===== config.mk =====
export PLATFORM = sky130hd
export DESIGN_NAME = fetch_unit_flat
export DESIGN_NICKNAME = d
export VERILOG_FILES = /design/src/rtl/fetch_unit_if.sv /design/src/rtl/fetch_unit.sv /design/src/flat_wrapper.sv
export SDC_FILE = /design/constraint.sdc
export NUM_CORES = 1
export LEC_CHECK = 0
export BUFFER_PORTS_ARGS = -buffer_cell sky130_fd_sc_hd__buf_2
export CORE_MARGIN = 1
export CORE_UTILIZATION = 55
export CTS_CLUSTER_DIAMETER = 60
export DETAILED_ROUTE_END_ITERATION = 6
export PLACE_DENSITY = 0.76
export SLEW_MARGIN = 20
export SYNTH_ARGS = -nofsm -noshare
export SYNTH_HDL_FRONTEND = slang
export SYNTH_SLANG_ARGS = --single-unit

===== constraint.sdc =====
create_clock -name clk -period 22.6 [get_ports clk]
set_input_delay 2.26 -clock clk [delete_from_list [all_inputs] [get_ports clk]]
set_output_delay 2.26 -clock clk [all_outputs]
set_load 0.05 [all_outputs]

===== src/rtl/fetch_unit_if.sv =====
// Handshake bundle between fetch_unit, instruction memory, execute (redirect) and the decoder.
// The master modport is the fetch unit's view; slave is the surrounding environment.
interface fetch_unit_if;
    logic        imem_req_valid;
    logic        imem_req_ready;
    logic [31:0] imem_req_addr;
    logic        imem_rsp_valid;
    logic [31:0] imem_rsp_data;
    logic        redirect_valid;
    logic [31:0] redirect_pc;
    logic        instr_valid;
    logic        instr_ready;
    logic [31:0] Instr;
    logic [31:0] PC;
    logic [31:0] PCPlus4;

    modport master (
        output imem_req_valid, imem_req_addr, instr_valid, Instr, PC, PCPlus4,
        input  imem_req_ready, imem_rsp_valid, imem_rsp_data, redirect_valid, redirect_pc,
        input  instr_ready
    );

    modport slave (
        input  imem_req_valid, imem_req_addr, instr_valid, Instr, PC, PCPlus4,
        output imem_req_ready, imem_rsp_valid, imem_rsp_data, redirect_valid, redirect_pc,
        output instr_ready
    );
endinterface


===== src/rtl/fetch_unit.sv =====
// Instruction fetch stage: owns the PC, issues credit-limited word requests, buffers responses
// in an in-order prefetch FIFO and handles execute redirects by flushing and discarding.
module fetch_unit #(
    parameter logic [31:0] RESET_PC   = 32'h0000_0000,
    parameter int unsigned FIFO_DEPTH = 3
) (
    input  logic          clk,
    input  logic          reset,
    fetch_unit_if.master  fu_io
);
    localparam int unsigned CW = $clog2(FIFO_DEPTH + 1);
    localparam int unsigned PW = $clog2(FIFO_DEPTH);

    typedef logic [CW-1:0] cnt_t;
    typedef logic [PW-1:0] ptr_t;

    function automatic ptr_t ptr_inc(ptr_t p);
        return (p == ptr_t'(FIFO_DEPTH - 1)) ? '0 : p + ptr_t'(1);
    endfunction

    logic [31:0] fetch_pc_q, fetch_pc_d;
    logic [31:0] instr_q [FIFO_DEPTH];
    logic [31:0] ipc_q   [FIFO_DEPTH];
    logic [31:0] tag_q   [FIFO_DEPTH];
    ptr_t        rd_ptr_q, rd_ptr_d, wr_ptr_q, wr_ptr_d;
    ptr_t        tag_rd_q, tag_rd_d, tag_wr_q, tag_wr_d;
    cnt_t        count_q, count_d, outst_q, outst_d, discard_q, discard_d;

    logic        redirect;
    logic        rsp_eff;
    logic        accept;
    logic        push;
    logic        pop;
    logic [CW:0] inflight;

    assign redirect = fu_io.redirect_valid;
    // A response with nothing outstanding is a leftover from before reset.
    assign rsp_eff  = fu_io.imem_rsp_valid && (outst_q != '0);
    assign inflight = {1'b0, outst_q} + {1'b0, count_q};

    assign fu_io.imem_req_valid = !reset && !redirect && (inflight < (CW + 1)'(FIFO_DEPTH));
    assign fu_io.imem_req_addr  = fetch_pc_q;
    assign fu_io.instr_valid    = (count_q != '0) && !redirect;
    assign fu_io.Instr          = instr_q[rd_ptr_q];
    assign fu_io.PC             = ipc_q[rd_ptr_q];
    assign fu_io.PCPlus4        = ipc_q[rd_ptr_q] + 32'd4;

    assign accept = fu_io.imem_req_valid && fu_io.imem_req_ready;
    assign push   = rsp_eff && !redirect && (discard_q == '0);
    assign pop    = fu_io.instr_valid && fu_io.instr_ready;

    always_comb begin
        fetch_pc_d = fetch_pc_q;
        rd_ptr_d   = rd_ptr_q;
        wr_ptr_d   = wr_ptr_q;
        tag_rd_d   = tag_rd_q;
        tag_wr_d   = tag_wr_q;
        count_d    = count_q;
        discard_d  = discard_q;
        outst_d    = outst_q + cnt_t'(accept) - cnt_t'(rsp_eff);

        if (accept) begin
            fetch_pc_d = fetch_pc_q + 32'd4;
            tag_wr_d   = ptr_inc(tag_wr_q);
        end
        if (rsp_eff) begin
            tag_rd_d = ptr_inc(tag_rd_q);
        end

        if (redirect) begin
            fetch_pc_d = {fu_io.redirect_pc[31:2], 2'b00};
            rd_ptr_d   = '0;
            wr_ptr_d   = '0;
            count_d    = '0;
            // Everything still in flight, minus a response landing right now, is stale.
            discard_d  = outst_q - cnt_t'(rsp_eff);
        end else begin
            count_d = count_q + cnt_t'(push) - cnt_t'(pop);
            if (push) begin
                wr_ptr_d = ptr_inc(wr_ptr_q);
            end
            if (pop) begin
                rd_ptr_d = ptr_inc(rd_ptr_q);
            end
            if (rsp_eff && (discard_q != '0)) begin
                discard_d = discard_q - cnt_t'(1);
            end
        end
    end

    always_ff @(posedge clk or posedge reset) begin
        if (reset) begin
            fetch_pc_q <= RESET_PC;
            rd_ptr_q   <= '0;
            wr_ptr_q   <= '0;
            tag_rd_q   <= '0;
            tag_wr_q   <= '0;
            count_q    <= '0;
            outst_q    <= '0;
            discard_q  <= '0;
            for (int i = 0; i < FIFO_DEPTH; i++) begin
                instr_q[i] <= '0;
                ipc_q[i]   <= '0;
                tag_q[i]   <= '0;
            end
        end else begin
            fetch_pc_q <= fetch_pc_d;
            rd_ptr_q   <= rd_ptr_d;
            wr_ptr_q   <= wr_ptr_d;
            tag_rd_q   <= tag_rd_d;
            tag_wr_q   <= tag_wr_d;
            count_q    <= count_d;
            outst_q    <= outst_d;
            discard_q  <= discard_d;
            if (accept) begin
                tag_q[tag_wr_q] <= fetch_pc_q;
            end
            if (push) begin
                instr_q[wr_ptr_q] <= fu_io.imem_rsp_data;
                ipc_q[wr_ptr_q]   <= tag_q[tag_rd_q];
            end
        end
    end
endmodule


===== src/flat_wrapper.sv =====
// flat-port wrapper written by rule: the top's interface ports become plain ports
module fetch_unit_flat 
#(
    parameter logic [31:0] RESET_PC   = 32'h0000_0000,
    parameter int unsigned FIFO_DEPTH = 3
)
  (clk, reset, fu_io_imem_req_valid, fu_io_imem_req_addr, fu_io_instr_valid, fu_io_Instr, fu_io_PC, fu_io_PCPlus4, fu_io_imem_req_ready, fu_io_imem_rsp_valid, fu_io_imem_rsp_data, fu_io_redirect_valid, fu_io_redirect_pc, fu_io_instr_ready);
  fetch_unit_if fu_io_i ();
  input  logic clk;
  input  logic reset;
  output wire logic [$bits(fu_io_i.imem_req_valid)-1:0] fu_io_imem_req_valid;
  output wire logic [$bits(fu_io_i.imem_req_addr)-1:0] fu_io_imem_req_addr;
  output wire logic [$bits(fu_io_i.instr_valid)-1:0] fu_io_instr_valid;
  output wire logic [$bits(fu_io_i.Instr)-1:0] fu_io_Instr;
  output wire logic [$bits(fu_io_i.PC)-1:0] fu_io_PC;
  output wire logic [$bits(fu_io_i.PCPlus4)-1:0] fu_io_PCPlus4;
  input wire logic [$bits(fu_io_i.imem_req_ready)-1:0] fu_io_imem_req_ready;
  input wire logic [$bits(fu_io_i.imem_rsp_valid)-1:0] fu_io_imem_rsp_valid;
  input wire logic [$bits(fu_io_i.imem_rsp_data)-1:0] fu_io_imem_rsp_data;
  input wire logic [$bits(fu_io_i.redirect_valid)-1:0] fu_io_redirect_valid;
  input wire logic [$bits(fu_io_i.redirect_pc)-1:0] fu_io_redirect_pc;
  input wire logic [$bits(fu_io_i.instr_ready)-1:0] fu_io_instr_ready;
  assign fu_io_imem_req_valid = fu_io_i.imem_req_valid;
  assign fu_io_imem_req_addr = fu_io_i.imem_req_addr;
  assign fu_io_instr_valid = fu_io_i.instr_valid;
  assign fu_io_Instr = fu_io_i.Instr;
  assign fu_io_PC = fu_io_i.PC;
  assign fu_io_PCPlus4 = fu_io_i.PCPlus4;
  assign fu_io_i.imem_req_ready = fu_io_imem_req_ready;
  assign fu_io_i.imem_rsp_valid = fu_io_imem_rsp_valid;
  assign fu_io_i.imem_rsp_data = fu_io_imem_rsp_data;
  assign fu_io_i.redirect_valid = fu_io_redirect_valid;
  assign fu_io_i.redirect_pc = fu_io_redirect_pc;
  assign fu_io_i.instr_ready = fu_io_instr_ready;
  fetch_unit #(.RESET_PC(RESET_PC), .FIFO_DEPTH(FIFO_DEPTH)) u_core (.clk(clk), .reset(reset), .fu_io(fu_io_i));
endmodule

==> results of run 1 <==
## flip-flops by register name (all words and copies together), names as in the netlist
name and cells:
u_core.wr_ptr_q 2, u_core.ipc_q 93, u_core.discard_q 2, u_core.rd_ptr_q 2
u_core.instr_q 96, u_core.tag_q 90, u_core.count_q 2, u_core.outst_q 2
u_core.tag_wr_q 2, u_core.fu_io.imem_req_addr 30, u_core.tag_rd_q 2
## final cells by class
cell class,count,area [sq um]
clock inverter,10,101
clock buffer,50,982
inverter,21,86.3
tap,372,465
multi-input combinational,944,6760
timing repair buffer,211,1150
sequential,323,8090
fill,2152,9620
## metrics by stage
stage / area [sq um] / util [%] / power, mW / instances / setup WS, ns
2_1_floorplan: 15400 / - / 1.67 / 1390 / 11.40
3_3_place_gp: 16500 / 60.5 / 1.88 / 1869 / 16.66
3_5_place_dp: 16500 / 60.5 / 1.91 / 1869 / 16.63
4_1_cts: 17600 / 64.5 / 2.46 / 1929 / 16.07
5_1_grt: 17600 / 64.7 / 2.57 / 1931 / 15.80
6_report: 17600 / 64.7 / 2.44 / 1931 / 16.10
## power groups by stage
| stage | registers, mW | clock network [mW] | logic, mW |
|---|---|---|---|
| global placement | 0.857 | 0 | 1.02 |
| floorplan | 0.856 | 0 | 0.816 |
| finish | 0.861 | 0.539 | 1.04 |
| CTS | 0.859 | 0.553 | 1.04 |
| global route | 0.883 | 0.574 | 1.11 |
| detailed placement | 0.869 | 0 | 1.04 |
## path summary, 6_finish.rpt
path | startpoint | end | slack (ns)
hold / removal | u_core.tag_q[26]$_DFFE_PP0P_ | u_core.tag_q[26]$_DFFE_PP0P_ | 0.48
max in group asynchronous | reset | u_core.ipc_q[5]$_DFFE_PP0P_ | 19.09
min in group asynchronous | reset | u_core.fu_io.imem_req_addr[30]$_DFFE_PP0P_ | 1.96
hold reg to reg | u_core.tag_q[26]$_DFFE_PP0P_ | u_core.tag_q[26]$_DFFE_PP0P_ | 0.48
setup / recovery | u_core.rd_ptr_q[0]$_DFFE_PP0P_ | fu_io_PCPlus4[26] | 16.10
setup reg to reg | u_core.outst_q[0]$_DFF_PP0_ | u_core.fu_io.imem_req_addr[19]$_DFFE_PP0P_ | 18.89
## worst reg2reg max path, stage by stage (launching register included)
cell and delay (ns):
dfrtp_1 0.40, ha_1 0.21, fa_1 0.49, a2111oi_4 0.42, nand2_1 0.64, inv_1 0.64, nor2_1 0.29, o21ai_0 0.26
o311ai_0 0.19
## synthesized netlist by cell type, drive strengths merged (2+ instances only)
master | instances | area share (%)
a211o | 3 | 0.17
a21o | 3 | 0.15
a21oi | 132 | 4.3
a221o | 5 | 0.32
a22oi | 2 | 0.097
a31oi | 3 | 0.12
a32oi | 2 | 0.11
and2 | 3 | 0.12
and3 | 9 | 0.37
and4 | 2 | 0.11
buf | 58 | 2.4
clkbuf | 44 | 1.1
dfrtp | 323 | 52
ha | 8 | 0.65
inv | 21 | 0.51
mux2 | 181 | 13
mux2i | 96 | 6.2
nand2 | 113 | 2.8
nand2b | 3 | 0.12
nand3 | 27 | 0.88
nand4 | 17 | 0.87
nor2 | 148 | 3.6
nor2b | 8 | 0.32
nor3 | 13 | 0.45
nor3b | 3 | 0.15
nor4 | 10 | 0.70
nor4b | 3 | 0.17
o21ai | 34 | 1.1
o22a | 2 | 0.11
o22ai | 57 | 3.1
o311ai | 2 | 0.11
xnor2 | 30 | 1.7
xor2 | 13 | 0.74
## cells by family after synthesis
| kind of cell | Yosys count | synth area share [%] |
|---|---|---|
| AO/OA/AOI/OAI | 251 | 10.2 |
| XOR/XNOR | 43 | 2.44 |
| multiplexers | 277 | 19.5 |
| buffers and inverters | 123 | 3.94 |
| flip-flops | 323 | 52.4 |
| adder cells (fa/ha/maj) | 9 | 0.779 |
| other | 1 | 0.0243 |
| AND/OR/NAND/NOR | 362 | 10.7 |
## per-layer routing
| layer | part of all wire [%] | GRT usage (%) | up-vias |
|---|---|---|---|
| met2 | 47 | 38.3 | 274 |
| met3 | 4.6 | 3.01 | 39 |
| met4 | 1.3 | 5.33 | 0 |
| li1 | - | - | 5187 |
| met5 | 0 | 0 | - |
| met1 | 47 | 33.9 | 5467 |
==> results.cfg, run 1 <==
[outcome]
outcome = finished, final reports clean

[yosys]
async_reset_ff_share_pct = 100
ys_warn_count = 0
syn_area_sq_um = 15400
synth_ff_type = dfrtp_1
ys_ff_latch = 323
seq_area_frac_synth_pct = 52.4
avgSynthCellArea_sq_um = 11.1
synth_edf_count = 0
synth_cells = 1389
synth_cell_types = 57

[worst_setup_path]
cp.arrival_ns = 4.24
slowest_stage = dfrtp_4
crit_path_end_kind = primary output
crit_family = simple AND/OR/NAND/NOR gates
crit_buf_inv = 2
required_ns = 20.34
crit_chain = buf_4 -> nand2_1 -> o22ai_2 -> ha_1 -> nand3_1 -> nor4_4 -> nand4_1 -> xnor2_1 -> buf_2
critPathMaxStageDelay_ns = 0.88
crit_cells = 9
ff2ff_path_depth = 8
criticalPathCategory = reg2out
cp-start-kind = flop
cp_max_fo = 68

[detailed_routing]
drt_iter0_drc = 634
wl_per_cell_um = 17.3
firstDrtPassIters = 5
vias_per_cell = 5.68
vias = 11000
drcViolationCount = 0
detail-route-antenna-nets = 0
wl_um = 33300

[power]
p_sw_mw = 1.04
power.leakage_nw = 8.12
p_sw_share_pct = 42.8
clkPwrFrac_pct = 22.1
seqPwrFrac_pct = 35.3
vdd_drop_max_v = 0.0000973
power_density_nw_per_um2 = 138
combPwrFrac_pct = 42.6
internal_power_mw = 1.39

[floorplanning]
initial_core_util_pct = 56.6
die_area_sq_um = 28700
pin_count = 200
dieWidth_um = 169
die_y_um = 169
rows = 60
core_area_sq_um = 27300

[sta]
timing.fmax_mhz = 154
hold_violations = 0
tns_ns = 0
period_share_pct = 28.8
skew_ns = 0.0233
worstMarginPinSlew_ns = 1.08
finalSetupViolCount = 0
slew_headroom_pct = 27.9
holdWs_ns = 0.481
maxSlewViolCount = 0
rsz0062_at_grt = false
min_period_ns = 6.50

[clock_tree]
cts_root_buf = clkbuf_16
clockBufferDepth = 3
cts-resized-gates = 0
numCtsBuffers = 35
post_cts_buffers = 0
holdBufCountCts = 0
htree_levels = 2
cts.sinks = 323
worst_skew_pair.late_latency_ns = 0.51
cts_tree = yes
path_clk_slew_ns = 0.06

[worst_hold_path]
hold_class = reg2reg
worst_hold_path.num_cells = 2

[place]
gp_congestion = 0.875
dpl.hpwl_um = 20900
port_buffers = 195

[layout]
antennaDiodeCount = 0
nets = 1615
final_common_cell = dfrtp_1
drive_gt1_share_pct = 30.8
most-common-layout-cells = dfrtp_1 (321), buf_2 (195), mux2_2 (181)
synthToLayoutAreaGrowth_pct = 14.4

[global_routing]
grtUsageTotal_pct = 23.6
first_global_vias = 10700
grt-ovfl-total = 0
grt_pass1_wl_um = 54500
grt_antenna_before_repair = 0
grt_max_degree = 198

[run]
drv_cap = 0
(Power assumes the default switching activity.)
==> run 2: changes to the inputs <==
--- a/config.mk
+++ b/config.mk
@@ -7,10 +7,10 @@
 export LEC_CHECK = 0
 export BUFFER_PORTS_ARGS = -buffer_cell sky130_fd_sc_hd__buf_2
 export CORE_MARGIN = 1
-export CORE_UTILIZATION = 55
+export CORE_UTILIZATION = 53
 export CTS_CLUSTER_DIAMETER = 60
 export DETAILED_ROUTE_END_ITERATION = 6
-export PLACE_DENSITY = 0.76
+export PLACE_DENSITY = 0.77
 export SLEW_MARGIN = 20
 export SYNTH_ARGS = -nofsm -noshare
 export SYNTH_HDL_FRONTEND = slang
==> constraint.sdc (replaced) <==
create_clock -name clk -period 5.95 [get_ports clk]
set_input_delay 0.595 -clock clk [delete_from_list [all_inputs] [get_ports clk]]
set_output_delay 0.595 -clock clk [all_outputs]
set_load 0.05 [all_outputs]
==> run 2 against run 1 <==
Against the previous run: non-clock buffer count increased by 1; the flow now finishes with violations (DRC); critical path depth decreased by 1; sequential power rose to 3.8 times the previous value; total power increased to 3.8 times the previous value; core utilization decreased by 2.9 points; combinational power rose to 3.8 times the previous value; highest routed layer unchanged; cell count rose by 0.83%.
==> results.cfg, run 2 (synthesized netlist as in run 1, its figures left out) <==
[detailed_routing]
drt_iter0_drc = 663
firstDrtPassIters = 7
detail-route-antenna-nets = 0
wl_um = 33500
wl_per_cell_um = 17.2
vias = 10900
drcViolationCount = 1
vias_per_cell = 5.60

[floorplanning]
core_area_sq_um = 28600
rows = 62
die_area_sq_um = 29800
initial_core_util_pct = 53.9
pin_count = 200
die_y_um = 173
dieWidth_um = 173

[worst_setup_path]
cp-startpoint = u_core.rd_ptr_q[1]$_DFFE_PP0P_
crit_path_end_kind = primary output
cp_max_fo = 59
criticalPathCategory = reg2out
cp-start-kind = flop
cp.arrival_ns = 3.73
required_ns = 5.36
r2r-start = u_core.outst_q[0]$_DFF_PP0_

[layout]
most-common-layout-cells = dfrtp_1 (321), buf_2 (195), mux2_2 (181)
synthToLayoutAreaGrowth_pct = 14.8
largestRegisters = u_core.instr_q x96, u_core.ipc_q x93, u_core.tag_q x90
final_common_cell = dfrtp_1
max_flop_register = u_core.instr_q
nFillCells = 2275
drive_gt1_share_pct = 31.0
largest_reg_flops = 96
nets = 1616

[sta]
worstMarginPinSlew_ns = 0.957
maxSlewViolCount = 0
rsz0062_at_grt = false
tns_ns = 0
hold_violations = 0
worst_slack_ns = 1.62
slew_headroom_pct = 36.2
timing.fmax_mhz = 231
min_period_ns = 4.33
period_share_pct = 72.7
skew_ns = 0.0225
finalSetupViolCount = 0

[clock_tree]
worst_skew_pair.late_latency_ns = 0.52
post_cts_buffers = 0
holdBufCountCts = 0
numCtsBuffers = 35
cts-resized-gates = 0
htree_levels = 2
path_clk_slew_ns = 0.06
clockBufferDepth = 3
cts_root_buf = clkbuf_16
cts.sinks = 323
cts_tree = yes

[power]
power_density_nw_per_um2 = 527
vdd_drop_max_v = 0.000342
power.leakage_nw = 8.13

[place]
place_ws_ns = 2.13
dpl.hpwl_um = 21400
port_buffers = 195
gp_congestion = 0.868

[outcome]
outcome = finished with violations
violations = DRC

[global_routing]
use_met1_pct = 32.9
first_global_vias = 10600
grt_max_degree = 166
gr-usage-met2_pct = 36.1
grtUsageTotal_pct = 22.7
grt_use_met3_pct = 2.86
grt-ovfl-total = 0
grt_pass1_wl_um = 55400
grt_antenna_before_repair = 1
top_usage_layer = met2

[worst_hold_path]
hold_class = in2async

[run]
drv_cap = 0
-- run 2: cell count changes in the layout (fill, tap and decap cells not counted), sizes merged --
cell	change
inv	-4
clkbuf	+2
clkinv	+2
clkinvlp	+2
buf	+1
diode	+1
-- run 2: area by class of cell --
| type | count | area (sq um) | area share (%) |
|---|---|---|---|
| Sequential cell | 323 | 8090 | 45.7 |
| Multi-Input combinational cell | 944 | 6760 | 38.2 |
| Timing Repair Buffer | 212 | 1140 | 6.44 |
| Clock buffer | 52 | 1010 | 5.71 |
| Tap cell | 384 | 480 | 2.72 |
| Clock inverter | 10 | 125 | 0.707 |
| Inverter | 21 | 82.6 | 0.467 |
| Antenna cell | 1 | 2.50 | 0.0141 |
-- run 2: stage by stage --
stage / power (mW) / hold slack [ns] / instance area, sq um / util [%] / instances
after global placement: 7.13 / 0.461 / 16500 / 57.7 / 1883
after global routing: 9.81 / 0.127 / 17700 / 61.8 / 1947
final: 9.33 / 0.100 / 17700 / 61.8 / 1947
after floorplan: 6.35 / 0.450 / 15400 / - / 1390
after CTS: 9.38 / 0.0890 / 17700 / 61.7 / 1945
after detailed placement: 7.25 / 0.476 / 16500 / 57.7 / 1883
-- run 2: metal layers --
layer / vias up / share of wire (%)
met5: - / 0
met4: 0 / 2.0
met3: 51 / 4.5
met2: 316 / 47
met1: 5355 / 46
li1: 5186 / -
-- run 2: critical path, stage by stage, from the launching register on --
cell and delay [ns]:
dfrtp_4 1.05, mux2i_1 0.19, o22ai_2 0.29, ha_1 0.30
nand3_1 0.20, nor4_4 0.53, nand3_1 0.16, xnor2_1 0.18
buf_2 0.28
-- run 2: path summary, 6_finish.rpt --
path	slack, ns	cells past startpoint	to
min in group clk	0.27	3	u_core.fu_io.imem_req_addr[3]$_DFFE_PP0P_
setup reg to reg	2.62	8	u_core.tag_q[92]$_DFFE_PP0P_
hold reg to reg	0.49	2	u_core.tag_q[18]$_DFFE_PP0P_
setup / recovery	1.62	8	fu_io_PCPlus4[30]
hold / removal	0.10	2	u_core.wr_ptr_q[0]$_DFFE_PP0P_
max in group asynchronous	4.67	3	u_core.instr_q[3]$_DFFE_PP0P_
-- run 2: report_power, final --
group          internal (mW)  switching [mW]  total [mW]
clock                   1.23           0.866        2.10
combinational           1.24            2.72        3.95
sequential              2.86           0.414        3.28
total                   5.33            4.00        9.33
